<file path="config.mk">
export PLATFORM = sky130hd
export DESIGN_NAME = mem_stage_hs_flat
export DESIGN_NICKNAME = d
export VERILOG_FILES = /design/src/rtl/mem_stage_hs_if.sv /design/src/rtl/mem_stage_hs.sv /design/src/flat_wrapper.sv
export SDC_FILE = /design/constraint.sdc
export NUM_CORES = 1
export LEC_CHECK = 0
export BUFFER_PORTS_ARGS = -buffer_cell sky130_fd_sc_hd__buf_2
export CORE_MARGIN = 10
export CORE_UTILIZATION = 49
export CTS_CLUSTER_DIAMETER = 100
export DETAILED_ROUTE_END_ITERATION = 6
export GPL_ROUTABILITY_DRIVEN = 0
export PLACE_DENSITY = 0.87
export SLEW_MARGIN = 25
export SYNTH_ARGS = -nofsm -noshare
export SYNTH_HDL_FRONTEND = slang
export SYNTH_SLANG_ARGS = --single-unit
</file>
<file path="constraint.sdc">
create_clock -name clock -period 4.6 [get_ports clock]
set_input_delay 0.92 -clock clock [delete_from_list [all_inputs] [get_ports clock]]
set_output_delay 0.92 -clock clock [all_outputs]
set_load 0.1 [all_outputs]
</file>
<file path="src/rtl/mem_stage_hs_if.sv">
// Memory-side bus of the MEM stage: request, address, byte enables and store data out;
// read data and completion ack back from the memory.
interface mem_stage_hs_if #(
  parameter int WIDTH = 32
);
  logic               memReq;
  logic               memWe;
  logic [WIDTH-1:0]   memAddr;
  logic [WIDTH-1:0]   memWData;
  logic [WIDTH/8-1:0] memBE;
  logic [WIDTH-1:0]   memRData;
  logic               memAck;

  modport master (
    output memReq, memWe, memAddr, memWData, memBE,
    input  memRData, memAck
  );

  modport slave (
    input  memReq, memWe, memAddr, memWData, memBE,
    output memRData, memAck
  );
endinterface

</file>
<file path="src/rtl/mem_stage_hs.sv">
// MEM pipeline stage: issues loads/stores, lane-aligns data, registers M->W (latency 1, 0 extra on same-cycle ack).
// Backpressure: stallM holds upstream while a request waits for memAck; aborts after TIMEOUT-1 stalled cycles.
module mem_stage_hs #(
  parameter int WIDTH   = 32,
  parameter int REGW    = 32,
  parameter int TIMEOUT = 16
) (
  input  logic             clock,
  input  logic             resetN,
  input  logic             validM,
  input  logic             memReadM,
  input  logic             memWriteM,
  input  logic [1:0]       sizeM,
  input  logic             signedM,
  input  logic             plusOneM,
  input  logic [WIDTH-1:0] ALUResultM,
  input  logic [WIDTH-1:0] writeDataM,
  input  logic [REGW-1:0]  WA3M,
  input  logic             memToRegM,
  input  logic             regWriteM,
  input  logic             flushM,
  mem_stage_hs_if.master   mem,
  output logic             stallM,
  output logic             validW,
  output logic             memToRegW,
  output logic             regWriteW,
  output logic [WIDTH-1:0] ALUResultW,
  output logic [WIDTH-1:0] readDataW,
  output logic [REGW-1:0]  WA3W,
  output logic [1:0]       errFlags
);
  localparam int NB = WIDTH / 8;
  localparam int LB = $clog2(NB);
  localparam int CW = $clog2(TIMEOUT);

  typedef enum logic {S_IDLE, S_WAIT} state_t;

  state_t           r_state, w_state_nxt;
  logic [CW-1:0]    r_cnt, w_cnt_nxt;
  logic             r_validW, r_memToRegW, r_regWriteW;
  logic [WIDTH-1:0] r_ALUResultW, r_readDataW;
  logic [REGW-1:0]  r_WA3W;
  logic [1:0]       r_err;

  logic             w_memop, w_is_byte, w_is_half, w_is_word, w_mis;
  logic             w_req, w_ack, w_abort, w_stall;
  logic [LB-1:0]    w_lane, w_hlane;
  logic [WIDTH-1:0] w_d, w_wdat, w_ld;
  logic [NB-1:0]    w_be;
  logic [7:0]       w_rb;
  logic [15:0]      w_rh;

  assign w_memop   = validM & (memReadM | memWriteM) & ~flushM;
  assign w_is_byte = (sizeM == 2'b10);
  assign w_is_half = (sizeM == 2'b01);
  assign w_is_word = ~w_is_byte & ~w_is_half;
  assign w_mis     = w_memop & ((w_is_half & ALUResultM[0]) |
                                (w_is_word & (ALUResultM[1:0] != 2'b00)));
  assign w_req     = w_memop & ~w_mis;
  assign w_ack     = w_req & mem.memAck;

  // Counter advances on every stalled cycle, including the first one in IDLE.
  always_comb begin
    w_state_nxt = r_state;
    w_cnt_nxt   = '0;
    w_abort     = 1'b0;
    case (r_state)
      S_IDLE: begin
        if (w_req & ~mem.memAck) w_state_nxt = S_WAIT;
      end
      S_WAIT: begin
        w_abort = w_req & ~mem.memAck & (r_cnt == CW'(TIMEOUT - 1));
        if (~w_req | mem.memAck | w_abort) w_state_nxt = S_IDLE;
      end
      default: w_state_nxt = S_IDLE;
    endcase
    w_stall = w_req & ~mem.memAck & ~w_abort;
    if (w_stall) w_cnt_nxt = r_cnt + CW'(1);
  end

  assign w_lane  = ALUResultM[LB-1:0];
  assign w_hlane = w_lane & ~LB'(1);
  assign w_d     = writeDataM + WIDTH'(plusOneM);
  assign w_rb    = 8'(mem.memRData >> {w_lane, 3'b000});
  assign w_rh    = 16'(mem.memRData >> {w_hlane, 3'b000});

  always_comb begin
    w_wdat = w_d;
    w_be   = '1;
    w_ld   = mem.memRData;
    if (w_is_byte) begin
      w_wdat = {NB{w_d[7:0]}};
      w_be   = NB'(1) << w_lane;
      w_ld   = {{(WIDTH-8){signedM & w_rb[7]}}, w_rb};
    end else if (w_is_half) begin
      w_wdat = {(NB/2){w_d[15:0]}};
      w_be   = NB'(3) << w_hlane;
      w_ld   = {{(WIDTH-16){signedM & w_rh[15]}}, w_rh};
    end
  end

  assign mem.memReq   = w_req;
  assign mem.memWe    = w_req & memWriteM;
  assign mem.memAddr  = ALUResultM;
  assign mem.memWData = w_wdat;
  assign mem.memBE    = w_be;
  assign stallM       = w_stall;

  always_ff @(posedge clock) begin
    if (!resetN) begin
      r_state      <= S_IDLE;
      r_cnt        <= '0;
      r_validW     <= 1'b0;
      r_memToRegW  <= 1'b0;
      r_regWriteW  <= 1'b0;
      r_ALUResultW <= '0;
      r_readDataW  <= '0;
      r_WA3W       <= '0;
      r_err        <= 2'b00;
    end else begin
      r_state <= w_state_nxt;
      r_cnt   <= w_cnt_nxt;
      if (w_mis)   r_err[0] <= 1'b1;
      if (w_abort) r_err[1] <= 1'b1;
      if (w_stall) begin
        r_validW    <= 1'b0;
        r_regWriteW <= 1'b0;
        r_memToRegW <= 1'b0;
      end else begin
        r_ALUResultW <= ALUResultM;
        r_WA3W       <= WA3M;
        r_validW     <= validM & ~flushM;
        r_regWriteW  <= regWriteM & ~flushM & ~w_mis & ~w_abort;
        r_memToRegW  <= memToRegM & ~flushM & ~w_abort;
        if (w_ack & ~memWriteM) r_readDataW <= w_ld;
      end
    end
  end

  assign validW     = r_validW;
  assign memToRegW  = r_memToRegW;
  assign regWriteW  = r_regWriteW;
  assign ALUResultW = r_ALUResultW;
  assign readDataW  = r_readDataW;
  assign WA3W       = r_WA3W;
  assign errFlags   = r_err;
endmodule

</file>
<file path="src/flat_wrapper.sv">
// flat-port wrapper written by rule: the top's interface ports become plain ports
module mem_stage_hs_flat 
#(
  parameter int WIDTH   = 32,
  parameter int REGW    = 32,
  parameter int TIMEOUT = 16
)
  (clock, resetN, validM, memReadM, memWriteM, sizeM, signedM, plusOneM, ALUResultM, writeDataM, WA3M, memToRegM, regWriteM, flushM, stallM, validW, memToRegW, regWriteW, ALUResultW, readDataW, WA3W, errFlags, mem_memReq, mem_memWe, mem_memAddr, mem_memWData, mem_memBE, mem_memRData, mem_memAck);
  mem_stage_hs_if #(.WIDTH(WIDTH)) mem_i ();
  input  logic clock;
  input  logic resetN;
  input  logic validM;
  input  logic memReadM;
  input  logic memWriteM;
  input  logic [1:0] sizeM;
  input  logic signedM;
  input  logic plusOneM;
  input  logic [WIDTH-1:0] ALUResultM;
  input  logic [WIDTH-1:0] writeDataM;
  input  logic [REGW-1:0] WA3M;
  input  logic memToRegM;
  input  logic regWriteM;
  input  logic flushM;
  output logic stallM;
  output logic validW;
  output logic memToRegW;
  output logic regWriteW;
  output logic [WIDTH-1:0] ALUResultW;
  output logic [WIDTH-1:0] readDataW;
  output logic [REGW-1:0] WA3W;
  output logic [1:0] errFlags;
  output wire logic [$bits(mem_i.memReq)-1:0] mem_memReq;
  output wire logic [$bits(mem_i.memWe)-1:0] mem_memWe;
  output wire logic [$bits(mem_i.memAddr)-1:0] mem_memAddr;
  output wire logic [$bits(mem_i.memWData)-1:0] mem_memWData;
  output wire logic [$bits(mem_i.memBE)-1:0] mem_memBE;
  input wire logic [$bits(mem_i.memRData)-1:0] mem_memRData;
  input wire logic [$bits(mem_i.memAck)-1:0] mem_memAck;
  assign mem_memReq = mem_i.memReq;
  assign mem_memWe = mem_i.memWe;
  assign mem_memAddr = mem_i.memAddr;
  assign mem_memWData = mem_i.memWData;
  assign mem_memBE = mem_i.memBE;
  assign mem_i.memRData = mem_memRData;
  assign mem_i.memAck = mem_memAck;
  mem_stage_hs #(.WIDTH(WIDTH), .REGW(REGW), .TIMEOUT(TIMEOUT)) u_core (.clock(clock), .resetN(resetN), .validM(validM), .memReadM(memReadM), .memWriteM(memWriteM), .sizeM(sizeM), .signedM(signedM), .plusOneM(plusOneM), .ALUResultM(ALUResultM), .writeDataM(writeDataM), .WA3M(WA3M), .memToRegM(memToRegM), .regWriteM(regWriteM), .flushM(flushM), .mem(mem_i), .stallM(stallM), .validW(validW), .memToRegW(memToRegW), .regWriteW(regWriteW), .ALUResultW(ALUResultW), .readDataW(readDataW), .WA3W(WA3W), .errFlags(errFlags));
endmodule
</file>
# Word-level counts from Yosys, hierarchy flattened
# Cells that the tools add are included.
[word_totals] output_inout_bits=172 ff_bits=106 inputBits=141
[op_classes] n_reduce_logical=4 n_eq_ne=3 n_bitwise=36 n_mux=10 addsub=2 shift=4
[op_table] cell="$mux 32" n=4
[op_table] cell="$add 32x1->32" n=1
[op_table] cell="$shr 32x5->16" n=1
[op_table] cell="$shr 32x5->8" n=1
[op_table] cell="$and 1x1->1" n=21
[op_table] cell="$not 1->1" n=11
[op_table] cell="$mux 4" n=2
[op_table] cell="$add 4x1->4 const B" n=1
[op_table] cell="$eq 4x4->1 const B" n=1
[op_table] cell="$or 1x1->1" n=4
[op_table] cell="$reduce_and 2->1" n=2
[op_table] cell="$shl 1x2->4 const A" n=1
[op_table] cell="$shl 2x2->4 const A" n=1
[op_table] cell="$mux 1" n=3
[op_table] cell="$eq 2x1->1 const B" n=1
[op_table] cell="$eq 2x2->1 const B" n=1
[op_table] cell="$pmux 1 s2" n=1
[op_table] cell="$reduce_bool 2->1" n=1
[op_table] cell="$reduce_or 2->1" n=1

# Depth between registers and ports, before layout
[depth] depth_word=15 mapped_depth=10 depth_no_buf=8

# Least setup slack after synthesis
# OpenSTA, ideal clock, no wires.
[synth_timing] path_kind="in2out" from="input port plusOneM" to="output port mem_memWData[20]" stages=6 arrival_ps=4716 required_ps=3680 path_buffers=0 slack_ps=-1036 path_cell_list="ha_1 ha_1 nand3_1 xnor2_1 nor2_1 a21oi_1"
[synth_between] elab_chain_cells=3
[synth_rtl] element="start: declaration" line="flat_wrapper.sv:17" rtl="input logic plusOneM;"
[synth_rtl] element="$add 32x1->32 *" line="mem_stage_hs.sv:83" rtl="assign w_d = writeDataM + WIDTH'(plusOneM);"
[synth_rtl] element="$mux 32" line="mem_stage_hs.sv:95" rtl="end else if (w_is_half) begin"
[synth_rtl] element="$mux 32 *" line="mem_stage_hs.sv:91" rtl="if (w_is_byte) begin"
[synth_rtl] element="end: declaration" line="flat_wrapper.sv:35" rtl="output wire logic [$bits(mem_i.memWData)-1:0] mem_memWData;"
# Every way passes the cells marked *; elsewhere a longest branch is shown, timed or not.

# Worst setup path after layout
[layout_timing] from="input port writeDataM[0]" to="output port mem_memWData[28]"
[layout_between] elab_chain_cells=3
[layout_rtl] element="start: declaration" line="flat_wrapper.sv:19" rtl="input logic [WIDTH-1:0] writeDataM;"
[layout_rtl] element="$add 32x1->32 *" line="mem_stage_hs.sv:83"
[layout_rtl] element="$mux 32" line="mem_stage_hs.sv:95"
[layout_rtl] element="$mux 32 *" line="mem_stage_hs.sv:91"
# Marks and branches as above.

==> run summary <==
Syn nets: 850
CTS tree: yes
Max Cap Viol: 0
Row count: 39
Largest net degree at the start of global routing: 80
Worst-margin pin slew: 0.718 ns
First-pass GRT wire length: 31300 microns
Final cell count without fillers: 1106
PortBufs: 312
Setup crit end kind: output port
Io pins: 313
Static leakage power: 3.77 nW
Critical Path AT: 3.27 ns
Ant diodes: 0
Worst hold slack: 0.448 ns
Max-slew violation count: 0
Seq/Total Area, Yosys: 0.368
Post-synth EDFFs: 0
Top post-synthesis cells by count: 184 x nand2_1, 106 x dfxtp_1, 43 x a21oi_1, 34 x a21boi_0, 32 x buf_4
CP Class: in2out
PD cells: 364 nW/um^2
Fmax: 0.239 GHz
Nets: 1105
Synth top area cells: dfxtp_1 37%, nand2_1 12%, a21boi_0 4.4%
Clock transition at the registers of the reported paths: 0.07 ns
WP data required: 3.68 ns
CP max FO: 5
Via-per-instance ratio: 5.37
Die X: 128 microns
Total CTS buffers: 9
Tcrit/Tclk final: 0.910
Setup Buffers After CTS: 0
Chip Height: 128 microns
Sequential power share: 0.353
Total Die Area: 16500 sq um
Status: finished, final reports clean
Hpwl dp: 16600 microns
H-tree levels: 3
Most used DFF post-synth: dfxtp_1
Ys Warns: 0
Skew-Pair Late Insertion Delay: 0.33 ns
Final setup fails: 0
Dominant cell type by area after synthesis: dfxtp_1
Synth Instances: 704
Final Critical Period: 4.19 ns
Vias: 5941
First-pass iteration count of the detailed router: 7
Hold WC Path Type: reg2reg
Synth Register Bits: 106
Final WL: 20700 microns
Synth Cell Area: 5760 sq um
# DRC: 0
Place WS: 0.498 ns
Max-slew headroom: 0.520
Initial Util: 0.502
Maximum VDD drop: 0.274 mV
Most common cell in the synthesized netlist: nand2_1
DRT antenna net count: 0
Post-Syn Area per Cell: 8.18 sq um
DR WL/cell: 18.7 microns
Synth top area share: 0.368
Initial DRC Count: 553
Comb pwr share: 0.389
CTS Hold Buffers Added: 0
Sw frac: 0.441
Tot GR Track Use: 0.234
CTS Buffer Depth: 2
RSZ-0062 raised after global routing: no
Vias in the first global route: 5599
Initial antenna violation count: 1
Worst Skew: 0.0109 ns
GRT overflow: 0
Root Driver: clkbuf_16
Post_cts resized: 0
Clock network power share: 0.258
Yosys cell types: 54
Ys async rst share: 0
Final Hold Vio Count: 0
Final worst slack: 0.412 ns
Dpl cells: 1091
TritonCTS Sinks: 106
NetSw: 1.22 mW
P&R area growth vs syn: 32.4%
Cell Int Power: 1.55 mW
Worst setup SP type: primary input
Core Region: 11500 sq um
Fraction of layout instances using a drive strength above 1: 0.399
[through the flow]
step	setup TNS [ns]	utilization	power, mW	cell area (sq um)
global placement	0	0.641	2.07	7350
finish	0	0.665	2.77	7630
floorplan	-0.870	-	1.85	5830
CTS	0	0.665	2.79	7630
global route	0	0.665	2.88	7630
detailed placement	0	0.641	2.08	7360
[cell families after synthesis]
family          after synthesis  synth area share
fa+ha+maj                     5            0.0109
flops                       106             0.368
mux                          30            0.0699
xor+xnor                     28            0.0426
simple gates                281             0.227
buf+inv                      93            0.0916
compound gates              161             0.189
[layout by cell type (no fill, tap or decap), types with 3 or more instances in the layout]
cell,count
ha_1,5
xor2_1,16
buf_4,11
a21oi_1,37
nor2b_1,12
buf_12,12
and4_1,5
mux2i_1,20
nand4_1,12
and3_1,8
nor2_1,25
o21ai_0,25
a31o_2,3
a31oi_1,3
nand3_1,11
nor3_1,3
mux4_2,8
dfxtp_1,106
and2_1,3
clkbuf_16,9
inv_1,13
nor4_1,3
o221a_2,8
buf_2,299
a21boi_0,34
a21boi_1,30
nand2_1,184
xnor2_1,9
a21oi_2,7
[worst max-delay path, cell delays in order]
cell and delay (ns):
buf_2 0.09, ha_1 0.17, ha_1 0.27, nand4_1 0.24, nor3_1 0.55, a31oi_1 0.15, o21ai_0 0.25, a31o_2 0.19
buf_2 0.43
[final timing paths]
| kind | from | to | slack, ns | depth (start not counted) |
|---|---|---|---|---|
| min | u_core.WA3W[19] | u_core.WA3W[19] | 0.45 | 2 |
| min reg2reg | u_core.WA3W[19] | u_core.WA3W[19] | 0.45 | 2 |
| max | writeDataM[0] | mem_memWData[28] | 0.41 | 9 |
| max reg2reg | u_core.r_cnt[0] | u_core.r_cnt[0] | 2.27 | 7 |
[state kept, by name, indices dropped and copies added, names as in the netlist]
register and cells:
u_core.WA3W 32, u_core.ALUResultW 32, u_core.validW 1, u_core.r_state 1
u_core.errFlags 2, u_core.regWriteW 1, u_core.readDataW 32, u_core.memToRegW 1
u_core.r_cnt 4
[power by group through the flow]
stage | clock network (mW) | registers (mW) | logic [mW]
floorplan | 0 | 1.30 | 0.544
global placement | 0 | 0.998 | 1.08
detailed placement | 0 | 1.00 | 1.08
CTS | 0.732 | 0.979 | 1.08
global route | 0.775 | 0.983 | 1.12
finish | 0.716 | 0.979 | 1.08
[routing by layer]
layer / vias to the layer above / wire length (microns) / track usage
li1: 2895 / - / -
met1: 2710 / 7820 / 0.273
met2: 306 / 10400 / 0.405
met3: 28 / 2100 / 0.0723
met4: 2 / 412 / 0.0589
met5: - / 13 / 0
[layout make-up]
cell class	count	area, sq um
Tap cell	143	179
Multi-Input combinational cell	505	3180
Fill cell	958	3840
Inverter	15	56.3
Clock buffer	9	225
Timing Repair Buffer	322	1820
Sequential cell	106	2120
Clock inverter	6	48.8
Power figures use the tool's default switching activity.
